<file path="src/rtl/router_spi_pkg.sv">
// Shared state encoding and default sizing for the router SPI link.
package router_spi_pkg;

    typedef enum logic [2:0] {
        IDLE,
        SETUP,
        LOW,
        HIGH,
        FINISH
    } state_t;

    localparam int DEF_DATA_W      = 8;
    localparam int DEF_CNT_W       = 25;
    localparam int DEF_HALF_PERIOD = 49;

endpackage

</file>
<file path="src/rtl/spi_bit_shifter.sv">
// SPI bit shifter: load/shift register, bit counter and last-bit flag; rx capture when SPI_RX_EN is defined.
// Latency: bit_out follows load/shift by one clock; rx_word updates the cycle after commit is asserted.
// Backpressure: none, strobes come from the owning FSM and are never refused.
module spi_bit_shifter
    import router_spi_pkg::*;
#(
    parameter int DATA_W = DEF_DATA_W
) (
    input  logic              clock,
    input  logic              reset,
    input  logic              load,
    input  logic              shift,
    input  logic [DATA_W-1:0] load_data,
    output logic              bit_out,
    output logic              last
`ifdef SPI_RX_EN
    ,
    input  logic              sample,
    input  logic              miso,
    input  logic              commit,
    output logic [DATA_W-1:0] rx_word
`endif
);

    localparam int CW = $clog2(DATA_W);

    logic [DATA_W-1:0] tx_shreg;
    logic [CW-1:0]     bit_cnt;

    // The MSB of the shift register is the bit on the wire, so mosi is a direct flop output.
    always_ff @(posedge clock or negedge reset) begin
        if (!reset) begin
            tx_shreg <= '0;
            bit_cnt  <= '0;
        end else if (load) begin
            tx_shreg <= load_data;
            bit_cnt  <= CW'(DATA_W - 1);
        end else if (shift && (bit_cnt != '0)) begin
            tx_shreg <= {tx_shreg[DATA_W-2:0], 1'b0};
            bit_cnt  <= bit_cnt - 1'b1;
        end
    end

    assign bit_out = tx_shreg[DATA_W-1];
    assign last    = (bit_cnt == '0);

`ifdef SPI_RX_EN
    logic [DATA_W-1:0] rx_shreg;

    always_ff @(posedge clock or negedge reset) begin
        if (!reset) begin
            rx_shreg <= '0;
            rx_word  <= '0;
        end else begin
            if (sample) begin
                rx_shreg <= {rx_shreg[DATA_W-2:0], miso};
            end
            if (commit) begin
                rx_word <= rx_shreg;
            end
        end
    end
`endif

endmodule

</file>
<file path="src/rtl/spi_tx_shifter.sv">
// SPI mode-0 master transmit stage, MSB first, SCLK paced by an external timebase counter; SPI_RX_EN adds miso capture.
// Latency: csN falls one clock after accept; a frame keeps csN low for 2*DATA_W+1 half-periods, then done pulses.
// Backpressure: txReady is high only in IDLE; txValid while busy is ignored, a word offered during done is taken.
module spi_tx_shifter
    import router_spi_pkg::*;
#(
    parameter int DATA_W      = DEF_DATA_W,
    parameter int CNT_W       = DEF_CNT_W,
    parameter int HALF_PERIOD = DEF_HALF_PERIOD
) (
    input  logic              clock,
    input  logic              reset,
    input  logic              txValid,
    input  logic [DATA_W-1:0] txData,
    output logic              txReady,
    input  logic [CNT_W-1:0]  cntValue,
    output logic              cntEnable,
    output logic              cntClear,
    output logic              sclk,
    output logic              mosi,
    output logic              csN,
    output logic              done
`ifdef SPI_RX_EN
    ,
    input  logic              miso,
    output logic [DATA_W-1:0] rxData
`endif
);

    state_t state, state_nxt;
    logic   sclk_nxt, csn_nxt, enable_nxt, done_nxt;
    logic   load, shift, last;
    logic   tick, accept;

    // The counter sits in clear for the cycle after a tick, so a stale compare there must not count.
    assign tick    = (cntValue == CNT_W'(HALF_PERIOD)) && !cntClear;
    assign txReady = (state == IDLE);
    assign accept  = txValid && txReady;

    always_ff @(posedge clock or negedge reset) begin
        if (!reset) begin
            state     <= IDLE;
            sclk      <= 1'b0;
            csN       <= 1'b1;
            cntEnable <= 1'b0;
            cntClear  <= 1'b0;
            done      <= 1'b0;
        end else begin
            state     <= state_nxt;
            sclk      <= sclk_nxt;
            csN       <= csn_nxt;
            cntEnable <= enable_nxt;
            cntClear  <= tick || accept;
            done      <= done_nxt;
        end
    end

    always_comb begin
        state_nxt  = state;
        sclk_nxt   = sclk;
        csn_nxt    = csN;
        enable_nxt = cntEnable;
        done_nxt   = 1'b0;
        load       = 1'b0;
        shift      = 1'b0;
        case (state)
            IDLE: begin
                if (accept) begin
                    load       = 1'b1;
                    csn_nxt    = 1'b0;
                    enable_nxt = 1'b1;
                    state_nxt  = SETUP;
                end
            end
            SETUP: begin
                if (tick) begin
                    sclk_nxt  = 1'b1;
                    state_nxt = HIGH;
                end
            end
            HIGH: begin
                if (tick) begin
                    sclk_nxt = 1'b0;
                    if (last) begin
                        state_nxt = FINISH;
                    end else begin
                        shift     = 1'b1;
                        state_nxt = LOW;
                    end
                end
            end
            LOW: begin
                if (tick) begin
                    sclk_nxt  = 1'b1;
                    state_nxt = HIGH;
                end
            end
            FINISH: begin
                if (tick) begin
                    csn_nxt    = 1'b1;
                    enable_nxt = 1'b0;
                    done_nxt   = 1'b1;
                    state_nxt  = IDLE;
                end
            end
            default: state_nxt = IDLE;
        endcase
    end

`ifdef SPI_RX_EN
    logic sample;
    assign sample = tick && ((state == SETUP) || (state == LOW));
`endif

    spi_bit_shifter #(
        .DATA_W (DATA_W)
    ) u_bits (
        .clock     (clock),
        .reset     (reset),
        .load      (load),
        .shift     (shift),
        .load_data (txData),
        .bit_out   (mosi),
        .last      (last)
`ifdef SPI_RX_EN
        ,
        .sample    (sample),
        .miso      (miso),
        .commit    (done_nxt),
        .rx_word   (rxData)
`endif
    );

endmodule

</file>
<file path="config.mk">
export PLATFORM = sky130hd
export DESIGN_NAME = spi_tx_shifter
export DESIGN_NICKNAME = d
export VERILOG_FILES = /design/src/rtl/router_spi_pkg.sv /design/src/rtl/spi_bit_shifter.sv /design/src/rtl/spi_tx_shifter.sv
export SDC_FILE = /design/constraint.sdc
export NUM_CORES = 1
export LEC_CHECK = 0
export ABC_AREA = 1
export ABC_CLOCK_PERIOD_IN_PS = 3300
export CORE_UTILIZATION = 46
export DETAILED_ROUTE_END_ITERATION = 6
export PLACE_DENSITY = 0.87
export SETUP_SLACK_MARGIN = 0.3
export SLEW_MARGIN = 20
export SYNTH_ARGS = -nofsm -noshare
export SYNTH_HDL_FRONTEND = slang
export SYNTH_SLANG_ARGS = --single-unit
</file>
<file path="constraint.sdc">
create_clock -name clock -period 3.3 [get_ports clock]
set_input_delay 0.33 -clock clock [delete_from_list [all_inputs] [get_ports clock]]
set_output_delay 0.33 -clock clock [all_outputs]
set_load 0.05 [all_outputs]
</file>
After elaboration in Yosys (flattened, before gate mapping)

Index checks and enable logic that the tools add are counted.

Add/subtract/negate cells: 1
Equal/unequal tests: 9
Multiplexer cells: 24
Reduce and logical (&&, ||, !) cells: 15

Operator list:

| cell                                              | number |
|---|---|
| == test 25 x 6 -> 1 bit (second input constant)   | 1 |
| two-way mux 3 bit                                 | 7 |
| two-way mux 8 bit                                 | 2 |
| case mux 3 bit (4 select lines)                   | 1 |
| two-way mux 1 bit                                 | 11 |
| == test 3 x 2 -> 1 bit (second input constant)    | 2 |
| logical NOT 3 bit                                 | 2 |
| case mux 1 bit (2 select lines)                   | 3 |
| AND reduction 3 bit                               | 2 |
| nonzero test 2 bit                                | 3 |
| != test 2 x 1 -> 1 bit (second input constant)    | 2 |
| != test 2 bit (second input constant)             | 2 |
| AND reduction 4 bit                               | 1 |
| == test 3 x 1 -> 1 bit (second input constant)    | 1 |
| == test 3 bit (second input constant)             | 1 |
| logical AND 1 bit                                 | 3 |
| nonzero test 3 bit                                | 1 |
| subtractor 3 x 1 -> 3 bit (second input constant) | 1 |
| OR reduction 2 bit                                | 1 |
| logical NOT 1 bit                                 | 1 |
| logical OR 1 bit                                  | 1 |

Register bits after elaboration: 19
Input bits: 36
Output and inout port bits: 7
Logic and storage cells: 57

Longest topological paths before layout

Depth in word-level cells: 7
Gate-level depth with buffers: 9
Depth with buffers taken out: 9

Cells and area by module

Synthesis repeated with hierarchy kept, for this count alone.

Cell total of the unflattened synthesis: 164
Area total of the unflattened synthesis: 1173.6 µm²

Modules (own cells, without submodules):

| module          | instances | cells each | area an instance (µm²) | seq. area each (µm²) |
|---|---|---|---|---|
| spi_bit_shifter | 1         | 80         | 619.3                  | 275.3 |
| spi_tx_shifter  | 1         | 84         | 554.3                  | 201.4 |

Worst setup path before layout

No wires, ideal clock.

Path kind: register -> register
Start: reg cntClear
End: reg u_bits.tx_shreg[7]
Library setup time: 0.066 ns
Arrival: 1.330 ns
Required time: 3.234 ns
Setup slack: 1.904 ns
Cell stages (with the launch flop): 9
Cell sequence: dfrtp_1 -> nor2_1 -> nand2_1 -> nor2_1 -> nand3_1 -> nand2_1 -> buf_6 -> nand3_1 -> nand2_1

Longest elaborated chain between the ends: 6

RTL lines:

| what                         | line                  | RTL |
|---|---|---|
| start: declaration           | spi_tx_shifter.sv:18  | `output logic cntClear,` |
| start signal: assignment     | spi_tx_shifter.sv:53  | `cntClear <= tick \|\| accept;` |
| logical NOT 1 bit            | spi_tx_shifter.sv:36  | `assign tick = (cntValue == CNT_W'(HALF_PERIOD)) && !cntClear;` |
| logical AND 1 bit            | spi_tx_shifter.sv:36  |  |
| two-way mux 1 bit            | spi_tx_shifter.sv:82  | `if (tick) begin` |
| two-way mux 1 bit            | spi_tx_shifter.sv:66  | `case (state)` |
| logical AND 1 bit            | spi_bit_shifter.sv:38 | `end else if (shift && (bit_cnt != '0)) begin` |
| nonzero test 2 bit (no line) | --                    |  |
| end signal: assignment       | spi_bit_shifter.sv:36 | `tx_shreg <= load_data;` |
| end signal: assignment       | spi_bit_shifter.sv:39 | `tx_shreg <= {tx_shreg[DATA_W-2:0], 1'b0};` |
| end: declaration             | spi_bit_shifter.sv:27 | `logic [DATA_W-1:0] tx_shreg;` |

No other way between the ends.
A chain may end at the register's enable or synchronous reset.

Worst setup path after layout

Start: reg state[1]
End: out txReady

Longest elaborated chain between the ends: 1

RTL lines:

| what                     | line                 | RTL |
|---|---|---|
| start: declaration       | spi_tx_shifter.sv:30 | `state_t state, state_nxt;` |
| start signal: assignment | spi_tx_shifter.sv:49 | `state <= state_nxt;` |
| logical NOT 3 bit        | spi_tx_shifter.sv:37 | `assign txReady = (state == IDLE);` |
| end: declaration         | spi_tx_shifter.sv:15 | `output logic txReady,` |

No other way between the ends.

==> run metrics <==
Max Cap Viol 0; vias in the first global route 1,041; setup TNS 0 ns; Fillers 187; IO Pins 43; Root Buffer clkbuf_4; PD cells 587 nW/um^2; Placeable Area 2300 sq um; worst slew pin tran 0.842 ns; period utilization 66.9%; Mean Syn Cell Area 6.88 sq um; Peak VDD IR 0.374 mV; Crit path required time 2.97 ns; syn_nets 206; Die X 52.1 um; buffer count from post-CTS setup fixing 0; Synth area leaders dfrtp_1, nand2_1, nand3_1; largest net degree at the start of global routing 25; FF/Latch Area 477 sq um; DRC 0; clk sinks 19; ant diodes 0; FMAX 453 MHz; outcome complete, no violations; Slew Viols, Final 0; most common cell in the netlist nand2_1; top cells by count, synth nand2_1, nor2_1, nand3_1; initial drt markers 38; Post-Syn Area 1160 sq um; Data arrival, critical path 1.88 ns; top cell type's share of synthesized area 39.0%; Hold Path Class reg2reg; Synth area leader dfrtp_1; DRT Wirelength 2.66 mm; die area 2720 sq um; flops & latches, synth 19; clock network latency to the later pin of the worst-skew pair 0.29 ns; Internal 0.000517 W; min Tclk post-route 2.21 ns; ys flop type dfrtp_1; cts bufs inserted 3; antenna violations before repair 0; final setup margin 1.09 ns; Initial Util 50.3%; WL/cell 11.2 um; setup violators final 0; reg2reg setup slack 1.71 ns; Synth async-reset ratio 100%; CTS resizes 0; clock skew 0.00800 ns; Cells after Synth 168; CTS tree yes; Hold WS 0.480 ns; Rows 17; Worst setup SP type flip-flop; CP Max Fanout 4; Setup CP Type reg2out; Worst-path clk slew 0.11 ns; Final Hold Viols 0; die height 52.1 um; share of layout cells above drive strength 1 5.24%; dpl hpwl 2.00 mm; TritonRoute pass-1 iters 4; Switch Pwr 0.000426 W; Synth warnings 0; Global Route Usage Sum 21.1%; Antenna Nets Post-Route 0; EDFF count, synth 0; H-tree levels 1; Vias/cell 5.03; CP Capture Type output port; clock buffer depth 2; synth unique cells 21; multi-input logic area 596 sq um; first-pass GRT wire length 4.18 mm; area delta synth->final 38.7%; fin nets 249; Layout Cells excl Fill 238; sequential share of the synthesized area 41.2%; final RePlAce weighted congestion 0.741; pre-CTS setup slack 1.39 ns; RSZ-0062 raised after global routing no; CTS Hold Buffers Added 0; Slew Limit Headroom 43.7%; Pleak 0.829 nW; Switching Share 45.2%; Port-buffer cells 42; cell count after placement 234; clock power share 12.4%; Flop pwr share 36.4%; Comb pwr share 51.2%; grt ovf 0; Via Count 1,198
==> cell families (layout without fill, tap and decap cells) <==
| logic type | count (synthesis) | after routing | share of synthesized area, % |
|---|---|---|---|
| XOR/XNOR | 1 | 1 | 0.758 |
| adder cells (fa/ha/maj) | 2 | 2 | 2.16 |
| buffers and inverters | 17 | 59 | 7.25 |
| AO/OA/AOI/OAI | 2 | 2 | 0.865 |
| flip-flops | 19 | 19 | 41.2 |
| AND/OR/NAND/NOR | 127 | 127 | 47.7 |
==> worst paths after layout <==
kind | from | cells past startpoint | endpoint
worst max-delay path | state[1] | 4 | txReady
worst min-delay path | cntEnable | 2 | cntEnable
worst max register to register | u_bits.bit_cnt[0] | 8 | u_bits.tx_shreg[7]
worst min register to register | cntEnable | 2 | cntEnable
max in group asynchronous | reset | 1 | state[2]
min in group asynchronous | reset | 1 | u_bits.tx_shreg[6]
==> power groups by stage <==
stage	combinational [W]	sequential (W)	clock, W
detailed placement	0.000482	0.000346	0
floorplan	0.000343	0.000359	0
CTS	0.000485	0.000342	0.000118
global route	0.000547	0.000352	0.000130
global placement	0.000466	0.000341	0
finish	0.000483	0.000343	0.000117
==> worst max-delay path: stages (launching register included) <==
cell	delay [ns]
dfrtp_1	0.43
nor2_2	0.16
inv_2	0.09
nor2_8	0.10
clkdlybuf4s50_1	0.81
==> state kept, by name, indices dropped and copies added, names as in the netlist <==
signal / cells
cntClear: 1
sclk: 1
u_bits.tx_shreg: 8
u_bits.bit_cnt: 3
cntEnable: 1
done: 1
csN: 1
state: 3
==> placed cells by master (no fill, tap or decap) <==
cell type	Yosys	final
a21oi_1	1	1
clkbuf_4	0	3
clkdlybuf4s50_1	0	42
clkinv_2	0	1
dfrtp_1	18	18
dfstp_2	1	1
ha_1	2	2
inv_1	11	11
inv_2	2	2
nand2_1	61	61
nand2_2	1	1
nand2_4	1	1
nand3_1	28	28
nand4_1	3	3
nor2_1	29	29
nor2_2	1	1
nor2_8	1	1
nor3_1	1	1
o21ai_0	1	1
or2_0	1	1
xnor2_1	1	1
==> metal layers <==
metal / global-route usage [%] / vias up / routed length [um]
li1: - / 615 / -
met3: 5.26 / 4 / 224
met5: 0 / - / 0
met4: 7.89 / 0 / 35
met1: 24.9 / 534 / 1160
met2: 36.5 / 45 / 1230
==> per-stage QoR <==
stage / util [%] / instance area (sq um) / power [W]
after global placement: 68.6 / 1580 / 0.000807
after global routing: 69.8 / 1600 / 0.00103
final: 69.8 / 1600 / 0.000942
after CTS: 69.8 / 1600 / 0.000944
after detailed placement: 68.6 / 1580 / 0.000829
after floorplan: - / 1160 / 0.000702
==> cell type report <==
class	count	share of cell area [%]
Multi-Input combinational cell	132	37.1
Sequential cell	19	29.7
Timing Repair Buffer	42	26.2
Inverter	13	3.04
Tap cell	28	2.18
Clock buffer	3	1.40
Clock inverter	1	0.312
(Power assumes the default switching activity.)
